**config.mk**
```make
export PLATFORM = sky130hd
export DESIGN_NAME = dmem_bridge
export DESIGN_NICKNAME = d
export VERILOG_FILES = /design/src/rtl/dmem_bridge.sv
export SDC_FILE = /design/constraint.sdc
export NUM_CORES = 1
export LEC_CHECK = 0
export ABC_AREA = 1
export ABC_CLOCK_PERIOD_IN_PS = 2700
export CAP_MARGIN = 0
export CORE_MARGIN = 1.5
export CORE_UTILIZATION = 44
export CTS_CLUSTER_DIAMETER = 60
export DETAILED_ROUTE_END_ITERATION = 8
export GPL_TIMING_DRIVEN = 0
export PLACE_DENSITY_LB_ADDON = 0.1
export SLEW_MARGIN = 20
export SYNTH_ARGS = -nofsm -noshare
export SYNTH_HDL_FRONTEND = slang
export SYNTH_SLANG_ARGS = --single-unit
```
**constraint.sdc**
```tcl
create_clock -name clk -period 2.7 [get_ports clk]
set_input_delay 0.27 -clock clk [delete_from_list [all_inputs] [get_ports clk]]
set_output_delay 0.27 -clock clk [all_outputs]
set_load 0.03 [all_outputs]
```
**src/rtl/dmem_bridge.sv**
```systemverilog
// dmem_bridge: bridges the core's M-stage load/store requests onto a
// valid/ready request bus with a separate read-response channel.
// Loads wait for a response, with a timeout of RESP_TIMEOUT WAIT cycles.
// Optional feature macro: DMEM_BRIDGE_POSTED_WRITE_EN. When it is defined,
// stores are posted into the request registers, which act as a 1-entry
// write buffer, so the core does not stall for them.
module dmem_bridge #(
  parameter int unsigned RESP_TIMEOUT = 1023
) (
  input  logic        clk,
  input  logic        reset,
  input  logic        MemReadM,
  input  logic        MemWriteM,
  input  logic [31:0] ALUResultM,
  input  logic [31:0] WriteDataM,
  input  logic [3:0]  byteEnable,
  output logic [31:0] RD_data,
  output logic        MemStall,
  output logic        bus_req_valid,
  input  logic        bus_req_ready,
  output logic        bus_req_we,
  output logic [31:0] bus_req_addr,
  output logic [31:0] bus_req_wdata,
  output logic [3:0]  bus_req_be,
  input  logic        bus_resp_valid,
  input  logic [31:0] bus_resp_rdata,
  output logic        bus_err
);

  localparam int unsigned CNT_W = (RESP_TIMEOUT < 2) ? 1 : $clog2(RESP_TIMEOUT + 1);

  localparam logic [1:0] S_IDLE = 2'd0;
  localparam logic [1:0] S_REQ  = 2'd1;
  localparam logic [1:0] S_WAIT = 2'd2;
  localparam logic [1:0] S_DONE = 2'd3;

  logic [1:0]       r_state;
  logic             r_we;
  logic [31:0]      r_addr;
  logic [31:0]      r_wdata;
  logic [3:0]       r_be;
  logic [31:0]      r_rd_data;
  logic             r_err;
  logic [CNT_W-1:0] r_wait_cnt;

  logic [1:0]       w_state_next;
  logic             w_stall;
  logic             w_capture;
  logic             w_rd_load;
  logic             w_timeout;
  logic             w_access;
  logic [CNT_W-1:0] w_cnt_inc;
  logic [CNT_W-1:0] w_cnt_next;

  assign w_access  = MemReadM | MemWriteM;
  assign w_cnt_inc = r_wait_cnt + CNT_W'(1);

  // Next-state, stall and datapath-strobe decode
  always_comb begin
    w_state_next = r_state;
    w_stall      = 1'b0;
    w_capture    = 1'b0;
    w_rd_load    = 1'b0;
    w_timeout    = 1'b0;
    w_cnt_next   = r_wait_cnt;
    case (r_state)
      S_IDLE: begin
        if (w_access) begin
          w_capture    = 1'b1;
          w_state_next = S_REQ;
`ifdef DMEM_BRIDGE_POSTED_WRITE_EN
          // A store is absorbed into the buffer without holding the core
          w_stall      = ~MemWriteM;
`else
          w_stall      = 1'b1;
`endif
        end
      end
      S_REQ: begin
`ifdef DMEM_BRIDGE_POSTED_WRITE_EN
        // While a posted store drains, only a newly arriving access stalls
        w_stall = r_we ? w_access : 1'b1;
`else
        w_stall = 1'b1;
`endif
        if (bus_req_ready) begin
          if (r_we) begin
`ifdef DMEM_BRIDGE_POSTED_WRITE_EN
            w_state_next = S_IDLE;
`else
            w_state_next = S_DONE;
`endif
          end else begin
            w_state_next = S_WAIT;
            w_cnt_next   = '0;
          end
        end
      end
      S_WAIT: begin
        w_stall = 1'b1;
        if (bus_resp_valid) begin
          w_rd_load    = 1'b1;
          w_state_next = S_DONE;
        end else if (w_cnt_inc == CNT_W'(RESP_TIMEOUT)) begin
          w_timeout    = 1'b1;
          w_state_next = S_DONE;
        end else begin
          w_cnt_next   = w_cnt_inc;
        end
      end
      default: begin
        // DONE: one un-stalled cycle, never relaunches from held inputs
        w_state_next = S_IDLE;
      end
    endcase
  end

  // State register
  always_ff @(posedge clk) begin
    if (reset) begin
      r_state <= S_IDLE;
    end else begin
      r_state <= w_state_next;
    end
  end

  // Request registers, wait counter, load data and sticky error
  always_ff @(posedge clk) begin
    if (reset) begin
      r_we       <= 1'b0;
      r_addr     <= '0;
      r_wdata    <= '0;
      r_be       <= '0;
      r_rd_data  <= '0;
      r_err      <= 1'b0;
      r_wait_cnt <= '0;
    end else begin
      r_wait_cnt <= w_cnt_next;
      if (w_capture) begin
        r_we    <= MemWriteM;
        r_addr  <= {ALUResultM[31:2], 2'b00};
        r_wdata <= WriteDataM;
        r_be    <= byteEnable;
      end
      if (w_rd_load) begin
        r_rd_data <= bus_resp_rdata;
      end else if (w_timeout) begin
        r_rd_data <= 32'h0;
        r_err     <= 1'b1;
      end
    end
  end

  assign MemStall      = w_stall & ~reset;
  assign bus_req_valid = (r_state == S_REQ);
  assign bus_req_we    = r_we;
  assign bus_req_addr  = r_addr;
  assign bus_req_wdata = r_wdata;
  assign bus_req_be    = r_be;
  assign RD_data       = r_rd_data;
  assign bus_err       = r_err;

endmodule

```
==> results.yml, run 1 <==
finish:
  drive_above_1_share: 0.0393
  num-nets-final: 947
  final_cells: 973
  fin_area_mm2: 0.00695
  area_delta_synth_final_pct: 54.1
  diodes: 0
timing:
  fin_hold_ws_ns: 0.280
  worst_pin_slew_ns: 0.663
  fmax_mhz: 393
  rsz0062_at_grt: "no"
  max_slew_margin: 0.555
  finalSetupViolCount: 0
  slew_viol_final: 0
  hold_viol_final: 0
  fin_crit_sh: 0.942
  fin_worst_skew_ns: 0.0105
  period_needed_ns: 2.54
clocking:
  cts_num_sinks: 112
  clk_pin_slew_ns: 0.11
  ctsHtreeMaxLevel: 3
  worstSkewPairLatency_ns: 0.37
  cts_buffer_depth: 2
  postCtsHoldBufs: 0
  cts_tree: "built"
  cts-root-buf: "clkbuf_8"
  numCtsBuffers: 9
place:
  place_area_mm2: 0.00672
  place_congestion: 0.865
  place_hpwl_um: 10200
  dpl.cell_count: 957
  port_buffers: 204
floorplan:
  num_rows: 36
  initial_core_util: 0.457
  die_width_um: 104
  die_h_um: 104
  coreArea_mm2: 0.00986
  dieArea_mm2: 0.0109
  pin_count: 210
setup_path:
  cp-startpoint: "r_state[0]$_SDFFE_PP0P_"
  startpoint_type: "register"
  worstSetupEndpointType: "primary output"
  cp_data_required_time_ns: 2.43
  rr_endpoint: "bus_req_addr[29]$_SDFFE_PP0P_"
  cp_max_fo: 10
  cpMaxStageDelayCell: "dfxtp_1"
  crit_buf_inv: 3
  rr_worst_depth: 7
  crit_family: "buffers and inverters"
  r2r_start: "r_state[0]$_SDFFE_PP0P_"
  path_class: "reg -> out"
  ff2ff_setup_slack_ns: 0.60
  cp_slowest_stage_delay_ns: 0.40
  cp.arrival_ns: 2.27
  crit_chain: "inv_1 > ha_1 > o21ai_1 > clkbuf_2 > a211oi_1 > dlygate4sd2_1"
synth:
  synth_mux_area_frac: 0
  synth-simple-area-share: 0.287
  syn_inst: 619
  synth_compound_area_frac: 0.127
  synth_top_family_by_area: "simple AND/OR/NAND/NOR gates"
  synthAdderAreaFrac: 0.0166
  syn_avg_cell_area_um2: 7.28
  ys_seq_area_frac: 0.497
  synth-xor-area-share: 0
  synthDistinctLibCells: 27
  yosysWarnings: 0
  syn_area_mm2: 0.00451
  synth_seq_cells: 112
grt:
  grt_max_degree: 19
  met3_usage: 0.0890
  grt_util_met1: 0.264
  use_met2: 0.426
  grt_overflow_total: 0
  grt_antenna_before_repair: 0
  grt-busiest-layer: "met2"
  grt_pass1_vias: 4592
  grtUsageTotal: 0.244
  grt_pass1_wl_um: 21400
hold_path:
  holdPathEnd: "RD_data[24]$_SDFFE_PP0P_"
  min-delay-start: "reset"
  whs_path_depth: 2
  hp-class: "in -> reg"
drt:
  ant_nets: 0
  drcViolationCount: 0
  via_count: 4721
  wl_per_cell_um: 13.7
  dr.pass1.iters: 4
  wl_um: 13300
  via_per_inst: 4.85
  first_iter_violations: 191
power_and_ir_drop:
  p_leak_nw: 2.77
  peakVddDrop_v: 0.000623
  cellPowerDensity_mw_per_mm2: 997
  p_total_mw: 6.93
run:
  maxCapViolCount: 0
run_status:
  status: "completed"
[worst register-to-register path: stages, from the launching register on]
cell and delay [ns]:
dfxtp_1 0.40, inv_1 0.08, ha_1 0.24, o21ai_1 0.37
clkbuf_1 0.38, clkbuf_1 0.34, o21ai_0 0.14, nor2_1 0.10
[logic make-up (layout without fill, tap and decap cells)]
kind of cell | after synthesis | in the layout
other | 1 | 2
AOI/OAI and AO/OA | 111 | 111
adders and majority gates | 6 | 6
buffers and inverters | 78 | 298
and+or+nand+nor | 311 | 311
DFF | 112 | 112
[worst max-delay path by stage]
| stage | end | cells after the start |
|---|---|---|
| final | MemStall | 6 |
| after global routing | MemStall | 6 |
| after CTS | MemStall | 6 |
| after detailed placement | MemStall | 5 |
| after global placement | MemStall | 5 |
| after floorplan | MemStall | 5 |
[synthesized netlist by cell type]
library cell | number | area [um^2]
nor2_4 | 1 | 11.3
dfxtp_1 | 112 | 2240
nand4_1 | 12 | 75.1
ha_1 | 6 | 75.1
nor3_1 | 1 | 5.00
nor2_2 | 2 | 12.5
a21oi_2 | 1 | 8.76
a21oi_1 | 37 | 185
nand2_1 | 93 | 349
clkbuf_1 | 29 | 109
a211oi_1 | 1 | 7.51
or2_2 | 1 | 6.26
o21bai_2 | 1 | 11.3
nand3_2 | 1 | 10.0
inv_1 | 37 | 139
nor3b_1 | 1 | 7.51
nand3_1 | 44 | 220
o21ai_0 | 66 | 330
buf_1 | 3 | 11.3
o21bai_1 | 2 | 15.0
buf_2 | 3 | 15.0
nor2_1 | 154 | 578
conb_1 | 1 | 3.75
o21ai_1 | 3 | 15.0
nand3_4 | 1 | 17.5
buf_6 | 1 | 11.3
buf_4 | 5 | 37.5
[per-layer routing]
layer | share of wire | wire [um] | vias up
met5 | 0 | 0 | -
met4 | 0.031 | 407 | 0
met3 | 0.086 | 1140 | 29
met2 | 0.49 | 6460 | 158
met1 | 0.40 | 5290 | 2125
li1 | - | - | 2409
[sequential cells by signal, summed over array words and instances (netlist names)]
| name | cells |
|---|---|
| bus_req_wdata | 32 |
| RD_data | 32 |
| bus_err | 1 |
| bus_req_we | 1 |
| bus_req_addr | 30 |
| r_wait_cnt | 10 |
| r_state | 2 |
| bus_req_be | 4 |
[layout make-up]
cell class,count,area (um^2)
flip-flops and latches,112,2240
repair buffers,204,2040
multi-input cells,430,1950
clock buffers,11,141
plain buffers,41,185
well taps,133,166
fillers,787,2910
inverters,37,139
clock inverters,5,87.6
[per-stage QoR]
stage | TNS [ns] | util | worst slack, ns
2_1_floorplan | 0 | - | 0.694
3_3_place_gp | -0.298 | 0.681 | -0.298
3_5_place_dp | -0.285 | 0.681 | -0.285
4_1_cts | 0 | 0.705 | 0.162
5_1_grt | 0 | 0.705 | 0.0314
6_report | 0 | 0.705 | 0.156
[power by group]
part | internal, mW | switching (mW) | total, mW
clock network | 0.557 | 0.570 | 1.13
logic | 1.32 | 2.09 | 3.42
registers | 2.12 | 0.263 | 2.39
total | 4.00 | 2.93 | 6.93
[cells in the final DEF, fill, tap and decap left out, drive strengths merged]
master | Yosys | final
o21bai | 3 | 3
dfxtp | 112 | 112
inv | 37 | 38
nor3 | 1 | 1
clkdlybuf4s50 | 0 | 203
nand2 | 93 | 93
dlygate4sd2 | 0 | 1
nor2 | 157 | 157
a211oi | 1 | 1
a21oi | 38 | 38
bufinv | 0 | 2
nand3 | 46 | 46
clkinvlp | 0 | 1
clkinv | 0 | 1
conb | 1 | 2
ha | 6 | 6
buf | 12 | 12
nor3b | 1 | 1
clkbuf | 29 | 40
or2 | 1 | 1
o21ai | 69 | 69
nand4 | 12 | 12
[timing repair]
action	4_1_cts	5_1_grt
gates resized for setup	3	0
buffers inserted	0	0
setup endpoints to repair	1	0
endpoints found under the hold margin	0	0
Power figures use the tool's default switching activity.
==> run 2: changes to the inputs <==
- CTS_CLUSTER_SIZE: unset -> 16
==> results of run 2 <==
Final layout, timing and power as in run 1 (identical DEF).
==> run 3: changes to the inputs <==
- ABC_AREA: 1 -> 0
- CORE_MARGIN: 1.5 -> unset
==> results.yml, run 3 <==
synth:
  syn_inst: 560
  synth.most_common_cell: "nand2_1"
  synthDistinctLibCells: 46
  ys_seq_area_frac: 0.500
  synth_top_area_share: 0.500
  ys_top_cells_by_count: "184 x nand2_1, 112 x dfxtp_1, 105 x a21oi_1, 34 x clkbuf_1, 33 x a311oi_1"
  yosysWarnings: 0
  syn_avg_cell_area_um2: 8.00
  synthArstFlopShare: 0
  synth-edff-count: 0
  synth_largest_area_cell: "dfxtp_1"
  synth_area_leaders: "dfxtp_1 50%, nand2_1 15%, a21oi_1 12%"
  synth_ff_type: "dfxtp_1"
  synth_seq_cells: 112
  syn_area_mm2: 0.00448
grt:
  grt_max_degree: 18
  grt_pass1_vias: 4604
  grt_pass1_wl_um: 21400
  grt_overflow_total: 0
  grtUsageTotal: 0.260
  grt_antenna_before_repair: 0
finish:
  fin_area_mm2: 0.00691
  drive_above_1_share: 0.0359
  most-common-layout-cells: "203 x clkdlybuf4s50_1, 184 x nand2_1, 112 x dfxtp_1"
  num-fill-cells: 837
  diodes: 0
  num-nets-final: 888
  area_delta_synth_final_pct: 54.2
  layout_commonest_cell: "clkdlybuf4s50_1"
clocking:
  ctsHtreeMaxLevel: 3
  worstSkewPairLatency_ns: 0.37
  cts-root-buf: "clkbuf_8"
  cts_buffer_depth: 2
  clk_pin_slew_ns: 0.10
  cts_num_sinks: 112
  cts_tree: "built"
  postCtsHoldBufs: 0
  numCtsBuffers: 9
setup_path:
  cp_data_required_time_ns: 2.43
  cp.arrival_ns: 2.24
  crit_chain: "inv_1 > ha_1 > nor2b_2 > clkbuf_2 > nor2_1 > nor3_1 > dlygate4sd2_1"
  startpoint_type: "register"
  cpMaxStageDelayCell: "dlygate4sd2_1"
  worstSetupEndpointType: "primary output"
  crit_family: "buffers and inverters"
  path_class: "reg -> out"
  cp_slowest_stage_delay_ns: 0.47
  cp_max_fo: 10
  crit_buf_inv: 3
drt:
  wl_per_cell_um: 15.2
  via_per_inst: 5.29
  drcViolationCount: 0
  wl_um: 13900
  via_count: 4835
  dr.pass1.iters: 5
  ant_nets: 0
  first_iter_violations: 162
timing:
  fin_ws_ns: 0.188
  finalSetupViolCount: 0
  rsz0062_at_grt: "no"
  slew_viol_final: 0
  worst_pin_slew_ns: 0.602
  hold_viol_final: 0
  fin_crit_sh: 0.930
  max_slew_margin: 0.597
  finalSetupTns_ns: 0
  fmax_mhz: 398
  fin_worst_skew_ns: 0.00754
  period_needed_ns: 2.51
place:
  dp_slack_ns: -0.0925
  port_buffers: 204
  place_area_mm2: 0.00669
  place_congestion: 0.822
  place_hpwl_um: 10400
floorplan:
  coreArea_mm2: 0.00982
  initial_core_util: 0.456
  dieArea_mm2: 0.0106
  die_h_um: 103
  die_width_um: 103
  num_rows: 36
  pin_count: 210
run_status:
  status: "completed"
power_and_ir_drop:
  p_leak_nw: 2.38
  peakVddDrop_v: 0.000504
  sw_frac_of_total: 0.397
  p_int_mw: 3.43
  comb_power_share: 0.437
  pwr-share-clk: 0.189
  seq_power_share: 0.374
  cellPowerDensity_mw_per_mm2: 822
  p_switching_mw: 2.26
run:
  maxCapViolCount: 0
hold_path:
  hp-class: "in -> reg"
## run 3: cell types whose count changed after synthesis, moves of 3 or more
cell	change
nor2_1	-147
nand2_1	+91
a21oi_1	+68
o21ai_0	-59
nand3_1	-40
a311oi_1	+33
inv_1	-29
nand4_1	-9
clkbuf_1	+5
buf_4	-3
o41ai_1	+3
or4_1	+3
## run 3: worst register-to-register path, stage by stage (launching register included)
cell and delay, ns:
dfxtp_1 0.32, buf_2 0.20, nand3_2 0.18, or3_1 0.41, a211o_1 0.39, o211ai_1 0.54
o21ai_0 0.17
## run 3: final timing paths
| check | end | start | slack (ns) | cells past startpoint |
|---|---|---|---|---|
| worst min register to register | bus_req_be[1]$_SDFFE_PP0P_ | bus_req_be[1]$_SDFFE_PP0P_ | 0.46 | 2 |
| worst max register to register | r_wait_cnt[9]$_SDFFE_PP0P_ | r_wait_cnt[2]$_SDFFE_PP0P_ | 0.36 | 6 |
| worst min-delay path | bus_req_wdata[30]$_SDFFE_PP0P_ | WriteDataM[30] | 0.43 | 3 |
| worst max-delay path | MemStall | r_state[1]$_SDFFE_PP0P_ | 0.19 | 7 |
## run 3: repair_timing
| item | in CTS | in global routing |
|---|---|---|
| resized for setup | 2 | 1 |
| buffers inserted | 0 | 0 |
| endpoints found under the setup margin | 1 | 1 |
## run 3: power by group through the flow
stage,clock network (mW),registers [mW],logic (mW)
2_1_floorplan,0,2.74,0.851
5_1_grt,1.15,2.16,2.67
3_3_place_gp,0,2.15,2.43
6_report,1.07,2.13,2.48
3_5_place_dp,0,2.16,2.48
4_1_cts,1.10,2.12,2.49
## run 3: layout make-up
class,instances,area [um^2],share of cell area
flip-flops and latches,112,2240,0.324
repair buffers,204,2040,0.295
multi-input cells,396,2030,0.294
plain buffers,45,183,0.0264
well taps,133,166,0.0241
clock buffers,12,165,0.0239
clock inverters,4,51.3,0.00742
inverters,8,30.0,0.00434
## run 3: logic make-up (layout without fill, tap and decap cells)
group | count (synthesis) | after routing | synth area share
compound gates | 168 | 168 | 0.230
xor+xnor | 3 | 3 | 0.00586
fa+ha+maj | 6 | 6 | 0.0167
buf+inv | 53 | 273 | 0.0472
flops | 112 | 112 | 0.500
mux | 2 | 2 | 0.00475
other cells | 1 | 2 | 0.000837
simple gates | 215 | 215 | 0.194
## run 3: layer usage
layer  global-route usage  part of all wire  vias to the layer above
met4                0.130             0.028                        0
met1                0.317              0.42                     2256
met2                0.418              0.47                      183
li1                     -                 -                     2367
met3               0.0780             0.084                       29
met5                    0                 0                        -
## run 3: stage by stage
step | instances | utilization | hold slack, ns | power (mW)
floorplan | 561 | - | 0.406 | 3.59
global placement | 898 | 0.682 | 0.441 | 4.57
detailed placement | 898 | 0.682 | 0.446 | 4.64
CTS | 914 | 0.704 | 0.417 | 5.71
global route | 914 | 0.704 | 0.426 | 5.98
finish | 914 | 0.704 | 0.431 | 5.68
